[src/rtl/cache_mem_arbiter.sv]
// cache_mem_arbiter: merges the instruction-fetch and data command ports onto
// one shared memory port. Round-robin arbitration with a grant lock while the
// memory applies backpressure. An in-order tag FIFO steers each memory
// response back to the port that issued the command.
module cache_mem_arbiter #(
  parameter int unsigned ADDR_W = 64,
  parameter int unsigned DATA_W = 64,
  parameter int unsigned DEPTH  = 4
) (
  input  logic                       clk,
  input  logic                       rst_n,
  // instruction fetch port
  input  logic                       icache_cmd_valid,
  output logic                       icache_cmd_ready,
  input  logic [ADDR_W-1:0]          icache_cmd_payload_addr,
  output logic                       icache_rsp_valid,
  output logic [31:0]                icache_rsp_payload_data,
  // data port
  input  logic                       dcache_cmd_valid,
  output logic                       dcache_cmd_ready,
  input  logic [ADDR_W-1:0]          dcache_cmd_payload_addr,
  input  logic                       dcache_cmd_payload_wen,
  input  logic [DATA_W-1:0]          dcache_cmd_payload_wdata,
  input  logic [DATA_W/8-1:0]        dcache_cmd_payload_wstrb,
  input  logic [2:0]                 dcache_cmd_payload_size,
  output logic                       dcache_rsp_valid,
  output logic [DATA_W-1:0]          dcache_rsp_payload_data,
  // shared memory port
  output logic                       mem_cmd_valid,
  input  logic                       mem_cmd_ready,
  output logic [ADDR_W-1:0]          mem_cmd_payload_addr,
  output logic                       mem_cmd_payload_wen,
  output logic [DATA_W-1:0]          mem_cmd_payload_wdata,
  output logic [DATA_W/8-1:0]        mem_cmd_payload_wstrb,
  output logic [2:0]                 mem_cmd_payload_size,
  input  logic                       mem_rsp_valid,
  input  logic [DATA_W-1:0]          mem_rsp_payload_data,
  // status
  output logic [$clog2(DEPTH+1)-1:0] outstanding,
  output logic                       err
);

  localparam int unsigned CNT_W = $clog2(DEPTH+1);
  localparam int unsigned PTR_W = $clog2(DEPTH);

  typedef enum logic {
    SRC_I = 1'b0,
    SRC_D = 1'b1
  } src_e;

  // state registers
  logic [CNT_W-1:0] count_q, count_d;
  logic [PTR_W-1:0] wr_ptr_q, wr_ptr_d;
  logic [PTR_W-1:0] rd_ptr_q, rd_ptr_d;
  logic             lock_q, lock_d;
  src_e             locked_src_q, locked_src_d;
  src_e             last_grant_q, last_grant_d;
  logic             err_q, err_d;
  logic [DEPTH-1:0] fifo_src_q;
  logic [DEPTH-1:0] fifo_half_q;

  // combinational nets
  src_e winner;
  logic winner_req;
  logic not_full;
  logic grant_ready;
  logic mem_fire;
  logic cmd_half;
  src_e head_src;
  logic head_half;
  logic have_tag;
  logic rsp_pop;
  logic spurious;

  // Arbitration: lock overrides, ties go to the port not granted last.
  // rst_n gates the handshake outputs so nothing is offered during reset.
  always_comb begin
    winner = SRC_I;
    if (lock_q) begin
      winner = locked_src_q;
    end else if (icache_cmd_valid && dcache_cmd_valid) begin
      winner = (last_grant_q == SRC_I) ? SRC_D : SRC_I;
    end else if (dcache_cmd_valid) begin
      winner = SRC_D;
    end
    not_full         = (count_q < CNT_W'(DEPTH));
    winner_req       = (winner == SRC_D) ? dcache_cmd_valid : icache_cmd_valid;
    mem_cmd_valid    = rst_n && winner_req && not_full;
    grant_ready      = rst_n && mem_cmd_ready && not_full;
    icache_cmd_ready = grant_ready && (winner == SRC_I);
    dcache_cmd_ready = grant_ready && (winner == SRC_D);
    mem_fire         = mem_cmd_valid && mem_cmd_ready;
  end

  // Payload mux: data port forwarded as-is, fetches become 32-bit reads.
  always_comb begin
    mem_cmd_payload_addr  = icache_cmd_payload_addr;
    mem_cmd_payload_wen   = 1'b0;
    mem_cmd_payload_wdata = '0;
    mem_cmd_payload_wstrb = '0;
    mem_cmd_payload_size  = 3'd2;
    if (winner == SRC_D) begin
      mem_cmd_payload_addr  = dcache_cmd_payload_addr;
      mem_cmd_payload_wen   = dcache_cmd_payload_wen;
      mem_cmd_payload_wdata = dcache_cmd_payload_wdata;
      mem_cmd_payload_wstrb = dcache_cmd_payload_wstrb;
      mem_cmd_payload_size  = dcache_cmd_payload_size;
    end
    cmd_half = mem_cmd_payload_addr[2];
  end

  // Response routing from the FIFO head, same cycle as mem_rsp_valid.
  always_comb begin
    head_src  = src_e'(fifo_src_q[rd_ptr_q]);
    head_half = fifo_half_q[rd_ptr_q];
    have_tag  = (count_q != '0);
    rsp_pop   = rst_n && mem_rsp_valid && have_tag;
    spurious  = mem_rsp_valid && !have_tag;

    icache_rsp_valid        = rsp_pop && (head_src == SRC_I);
    dcache_rsp_valid        = rsp_pop && (head_src == SRC_D);
    dcache_rsp_payload_data = mem_rsp_payload_data;
    icache_rsp_payload_data = head_half ? mem_rsp_payload_data[32 +: 32]
                                        : mem_rsp_payload_data[0 +: 32];
  end

  // Next-state logic for occupancy, pointers, lock, grant history and error.
  always_comb begin
    count_d      = count_q;
    wr_ptr_d     = wr_ptr_q;
    rd_ptr_d     = rd_ptr_q;
    lock_d       = lock_q;
    locked_src_d = locked_src_q;
    last_grant_d = last_grant_q;
    err_d        = err_q | spurious;

    case ({mem_fire, rsp_pop})
      2'b10:   count_d = count_q + CNT_W'(1);
      2'b01:   count_d = count_q - CNT_W'(1);
      default: count_d = count_q;
    endcase
    if (mem_fire) wr_ptr_d = wr_ptr_q + PTR_W'(1);
    if (rsp_pop)  rd_ptr_d = rd_ptr_q + PTR_W'(1);

    if (mem_fire) begin
      lock_d       = 1'b0;
      last_grant_d = winner;
    end else if (mem_cmd_valid && !mem_cmd_ready) begin
      lock_d       = 1'b1;
      locked_src_d = winner;
    end
  end

  // State register with asynchronous clear.
  always_ff @(posedge clk or negedge rst_n) begin
    if (!rst_n) begin
      count_q      <= '0;
      wr_ptr_q     <= '0;
      rd_ptr_q     <= '0;
      lock_q       <= 1'b0;
      locked_src_q <= SRC_I;
      last_grant_q <= SRC_I;
      err_q        <= 1'b0;
    end else begin
      count_q      <= count_d;
      wr_ptr_q     <= wr_ptr_d;
      rd_ptr_q     <= rd_ptr_d;
      lock_q       <= lock_d;
      locked_src_q <= locked_src_d;
      last_grant_q <= last_grant_d;
      err_q        <= err_d;
    end
  end

  // Tag FIFO storage: {source, 32-bit half} written on every command fire.
  always_ff @(posedge clk or negedge rst_n) begin
    if (!rst_n) begin
      fifo_src_q  <= '0;
      fifo_half_q <= '0;
    end else if (mem_fire) begin
      fifo_src_q[wr_ptr_q]  <= (winner == SRC_D);
      fifo_half_q[wr_ptr_q] <= cmd_half;
    end
  end

  assign outstanding = count_q;
  assign err         = err_q;

endmodule

[config.mk]
export PLATFORM = sky130hd
export DESIGN_NAME = cache_mem_arbiter
export DESIGN_NICKNAME = d
export VERILOG_FILES = /design/src/rtl/cache_mem_arbiter.sv
export SDC_FILE = /design/constraint.sdc
export NUM_CORES = 1
export LEC_CHECK = 0
export BUFFER_PORTS_ARGS = -buffer_cell sky130_fd_sc_hd__buf_2
export CELL_PAD_IN_SITES_DETAIL_PLACEMENT = 1
export CELL_PAD_IN_SITES_GLOBAL_PLACEMENT = 2
export CORE_AREA = 2 2 204 206
export CTS_CLUSTER_SIZE = 24
export DETAILED_ROUTE_END_ITERATION = 6
export DIE_AREA = 0 0 206 208
export GPL_TIMING_DRIVEN = 0
export MAX_ROUTING_LAYER = met4
export PLACE_DENSITY = 0.6
export SYNTH_ARGS = -nofsm -noshare
export SYNTH_HDL_FRONTEND = slang
export SYNTH_SLANG_ARGS = --single-unit
[constraint.sdc]
create_clock -name clk -period 4.1 [get_ports clk]
set_input_delay 0 -clock clk [delete_from_list [all_inputs] [get_ports clk]]
set_output_delay 0 -clock clk [all_outputs]
set_load 0.005 [all_outputs]
Yosys cells after proc, flatten, opt, wreduce, memory -nomap -nowiden:

Cells that the tools add are included.

* output and inout bits: 245
* bits in registers: 19
* bits of input ports: 274

* $add $sub $neg: 4
* mux-type cells: 22
* order comparisons: 4
* equality and inequality tests: 2
* bitwise operators: 4
* reduce and logical (&&, ||, !) cells: 21

Operators with widths (count)
* 2-to-1 mux 64 bit: 2
* 2-to-1 mux 32 bit: 1
* logical AND 1 bit: 15
* 2-to-1 mux 1 bit: 11
* bitwise mux 4 bit: 2
* 2-to-1 mux 8 bit: 1
* less-than comparator 2 x 3 -> 1 bit (second input constant): 2
* one-hot mux 3 bit (2 select lines): 1
* adder 2 x 1 -> 2 bit (second input constant): 2
* binary-select mux 1 bit (select 2 bit): 2
* nonzero test 2 bit: 2
* adder 3 x 1 -> 3 bit (second input constant): 1
* less-than comparator 3 bit (second input constant): 1
* 2-to-1 mux 3 bit: 1
* NOT 1 bit: 3
* nonzero test 3 bit: 1
* subtractor 3 x 1 -> 3 bit (second input constant): 1
* demux 1 bit (select 2 bit): 1
* == test 2 x 1 -> 1 bit (second input constant): 1
* == test 2 bit (second input constant): 1
* greater-or-equal comparator 2 x 1 -> 1 bit (second input constant): 1
* logical NOT 1 bit: 2
* AND reduction 2 bit: 1
* bitwise OR 1 bit: 1

Logic depth before layout (Yosys ltp):

* depth in word-level cells: 9
* gate-level depth with buffers: 9
* mapped depth without buffers: 9

Worst setup path after synthesis:

No wires, ideal clock.

* path type: reg2reg
* start point: register count_q[2] (netlist: outstanding[2])
* end point: register count_q[2] (netlist: outstanding[2])
* cell stages (with the launch flop): 10
* data arrival time: 1.902 ns
* setup slack: 2.073 ns
* path buffers: 0
* setup time: 0.125 ns
* required time: 3.975 ns
* cells stage by stage: dfrtp_1 > nand3b_1 > a211oi_4 > inv_1 > ha_1 > inv_1 > fa_1 > xor2_1 > nor2_1 > xor2_1

* longest elaborated chain between the ends: 5
* elaborated cells between the ends (all ways): 11

Ends and longest elaborated chain
* start: declaration: line 52 `logic [CNT_W-1:0] count_q, count_d;`
* start signal: assignment: line 165 `count_q <= count_d;`
* less-than comparator 3 bit: line 86 `not_full = (count_q < CNT_W'(DEPTH));`
* logical AND 1 bit: line 88 `mem_cmd_valid = rst_n && winner_req && not_full;`
* logical AND 1 bit: line 92 `mem_fire = mem_cmd_valid && mem_cmd_ready;`
* == test 2 x 1 -> 1 bit or == test 2 bit (tied branches): line 137 `case ({mem_fire, rsp_pop})`
* one-hot mux 3 bit (2 select lines) or nonzero test 2 bit (tied branches)

Several ways; a longest one is shown, not always the timed one.
A chain may end at the register's enable or synchronous reset.

Final worst setup path:

* start point: input port rst_n
* end point: register count_q[2] (netlist: outstanding[2])

* longest elaborated chain between the ends: 5
* elaborated cells between the ends (all ways): 9

Ends and longest elaborated chain
* start: declaration: line 11 `input logic rst_n,`
* logical AND 1 bit (2 in series): line 88
* logical AND 1 bit: line 92
* == test 2 x 1 -> 1 bit or == test 2 bit (tied branches): line 137
* one-hot mux 3 bit (2 select lines) or nonzero test 2 bit (tied branches)

Several ways; a longest one is shown, not always the timed one.

==> impl_metrics.tcl <==
set metrics [dict create \
    status "finished clean" \
    dpl.hpwl_mm 18.8 \
    cts_buffers 3 \
    critical_path_class "in -> reg" \
    start_util_pct 7.83 \
    ys_types 36 \
    worstPathRequired_ps 4240 \
    h-tree-depth 1 \
    p_total_mw 3.33 \
    synth_area_per_cell_um2 6.76 \
    grtUsageTotal_pct 9.21 \
    cts_tree "built" \
    area_growth_pct 106 \
    wl_per_cell_um 13.7 \
    die-area_um2 42800 \
    synth_top_area_share_pct 23.2 \
    rsz0062_at_grt "no" \
    slew_violations 0 \
    fin_crit_sh_pct 65.3 \
    netlist_instances 470 \
    final_nets 1276 \
    yosysSeqAreaShare_pct 15.0 \
    cp_max_fo 22 \
    multi_input_area_um2 2040 \
    via_per_inst 3.28 \
    powerDensity_nw_per_um2 509 \
    drtIter0Drc 139 \
    hold_violations 0 \
    grt_pass1_wl_mm 29.6 \
    overflow 0 \
    ios 519 \
    rows 74 \
    slew_headroom_pct 50.1 \
    whs_ps 221 \
    ys_ff_latch 19 \
    dr.pass1.iters 4 \
    grt_start_max_net_pins 23 \
    vias 5012 \
    grt.busiest_layer "met2" \
    die_w_um 206 \
    final-seq-area_um2 475 \
    synth_common_cells "196 x nand2_1, 76 x and2_1, 64 x buf_4, 39 x mux2_2, 19 x dfrtp_1" \
    core-area_um2 40600 \
    synth-edff-count 0 \
    io_buffers 518 \
    fillers 5153 \
    cts-resized-gates 0 \
    ys_top_cells_by_area "nand2_1 23%, buf_4 15%, and2_1 15%, dfrtp_1 15%, mux2_2 14%" \
    setup_tns_ps 0 \
    clk_latency_ps 260 \
    drt_wl_total_mm 21.0 \
    gr-usage-met1_pct 9.61 \
    post_cts_buffers 0 \
    synthFlopType "dfrtp_1" \
    setup_viol 0 \
    max_freq_mhz 374 \
    yosysMostFrequentCell "nand2_1" \
    power.leakage_nw 3.93 \
    maxCapViolCount 0 \
    synth_area_leader_cell "nand2_1" \
    drive_gt1_share_pct 64.4 \
    finClkSkew_ps 2.74 \
    worstMarginPinSlew_ps 748 \
    cp-end-kind "flip-flop" \
    finalWorstSetupSlack_ps 1420 \
    hold_class "in -> reg" \
    gp_congestion 0.778 \
    ys_async_sr_fraction_pct 100 \
    peakVddDrop_v 0.000173 \
    drc_errors 0 \
    yosysWarnings 0 \
    grt_pass1_vias 5149 \
    syn_nets 750 \
    root_buffer "clkbuf_16" \
    antenna_found_initial 4 \
    pre_cts_slack_ps 1610 \
    cts.sinks 19 \
    path_clk_slew_ps 60 \
    synth_area_um2 3180 \
    ant_nets 0 \
    die_h_um 208 \
    period_needed_ps 2680 \
    crit_arrival_ps 2820 \
    start_kind "input pin" \
    use_met2_pct 18.3 \
    clock_path_buffers 2 \
    use_met3_pct 1.22 \
]
[registers in the layout (all words and copies together) (netlist names)]
name and count:
err 1, fifo_half_q 4, fifo_src_q 4, last_grant_q 1, lock_q 1, locked_src_q 1
outstanding 3, rd_ptr_q 2, wr_ptr_q 2
[critical path, cell delays in order]
cell	delay, ps
dlygate4sd3_1	520
buf_2	420
nand3b_1	360
a211oi_4	540
inv_1	130
ha_1	250
inv_1	70
fa_1	170
xor2_1	140
nor2_1	60
xor2_1	130
[metrics by stage]
step           std cells  area [um^2]  util [%]
6_report            1529         6550      16.2
5_1_grt             1529         6550      16.2
3_5_place_dp        1520         6430      15.9
2_1_floorplan        470         3180         -
4_1_cts             1527         6550      16.1
3_3_place_gp        1520         6430      15.9
[worst paths after layout]
| kind | startpoint | endpoint | cells past startpoint | slack (ps) |
|---|---|---|---|---|
| worst max register to register | outstanding[2]$_DFFE_PN0P_ | outstanding[2]$_DFFE_PN0P_ | 9 | 1680 |
| worst min register to register | err$_DFF_PN0_ | err$_DFF_PN0_ | 1 | 470 |
| worst max-delay path | rst_n | outstanding[2]$_DFFE_PN0P_ | 11 | 1420 |
| min in group asynchronous | rst_n | outstanding[0]$_DFFE_PN0P_ | 2 | 250 |
| worst min-delay path | dcache_cmd_valid | locked_src_q$_DFFE_PN0P_ | 4 | 220 |
| max in group asynchronous | rst_n | fifo_half_q[1]$_DFFE_PN0P_ | 2 | 3520 |
[where the power goes]
part | leakage (nW) | switching, mW | internal [mW]
logic | 3.66 | 1.44 | 1.33
clock network | 0.0409 | 0.0745 | 0.131
registers | 0.231 | 0.0753 | 0.280
total | 3.93 | 1.59 | 1.75
[kinds of logic (layout without fill, tap and decap cells)]
logic type / after synthesis / after routing / share of synthesized area, %
other: 0 / 2 / 0
XOR/XNOR: 6 / 6 / 1.65
multiplexers: 44 / 44 / 16.6
flip-flops: 19 / 19 / 15.0
AO/OA/AOI/OAI: 11 / 11 / 3.03
AND/OR/NAND/NOR: 285 / 285 / 40.3
adder cells (fa/ha/maj): 6 / 6 / 2.60
buffers and inverters: 99 / 624 / 20.9
[layer usage]
metal / routed length (um) / up-vias
met4: 221 / 0
met3: 1880 / 15
met1: 7560 / 2246
met5: 0 / -
met2: 11300 / 309
li1: - / 2442
[layout by cell type (no fill, tap or decap), types with 2 or more instances in the layout]
cell type and n:
ha_1 5, buf_4 64, inv_1 9, clkbuf_1 16, mux2_4 2, clkbuf_16 3, nand2_1 196, nor2_1 6
buf_6 2, dlygate4sd3_1 3, mux2_2 39, xor2_1 2, and2_1 76, nand2b_1 2, buf_2 523, xnor2_1 4
clkbuf_8 3, diode_2 2, dfrtp_1 19
[final cells by class]
cell class	count	area share [%]
Antenna cell	2	0.0764
Clock inverter	1	0.0764
Timing Repair Buffer	521	40.0
Multi-Input combinational cell	352	31.1
Sequential cell	19	7.26
Inverter	9	0.516
Clock buffer	3	1.15
Buffer	90	9.61
Tap cell	532	10.2
[what timing repair did]
item                                   4_1_cts  5_1_grt
endpoints found under the hold margin       21        0
hold buffers                                 3        0
setup endpoints to repair                    0        0
No activity file was read; power rests on OpenSTA's default activity.
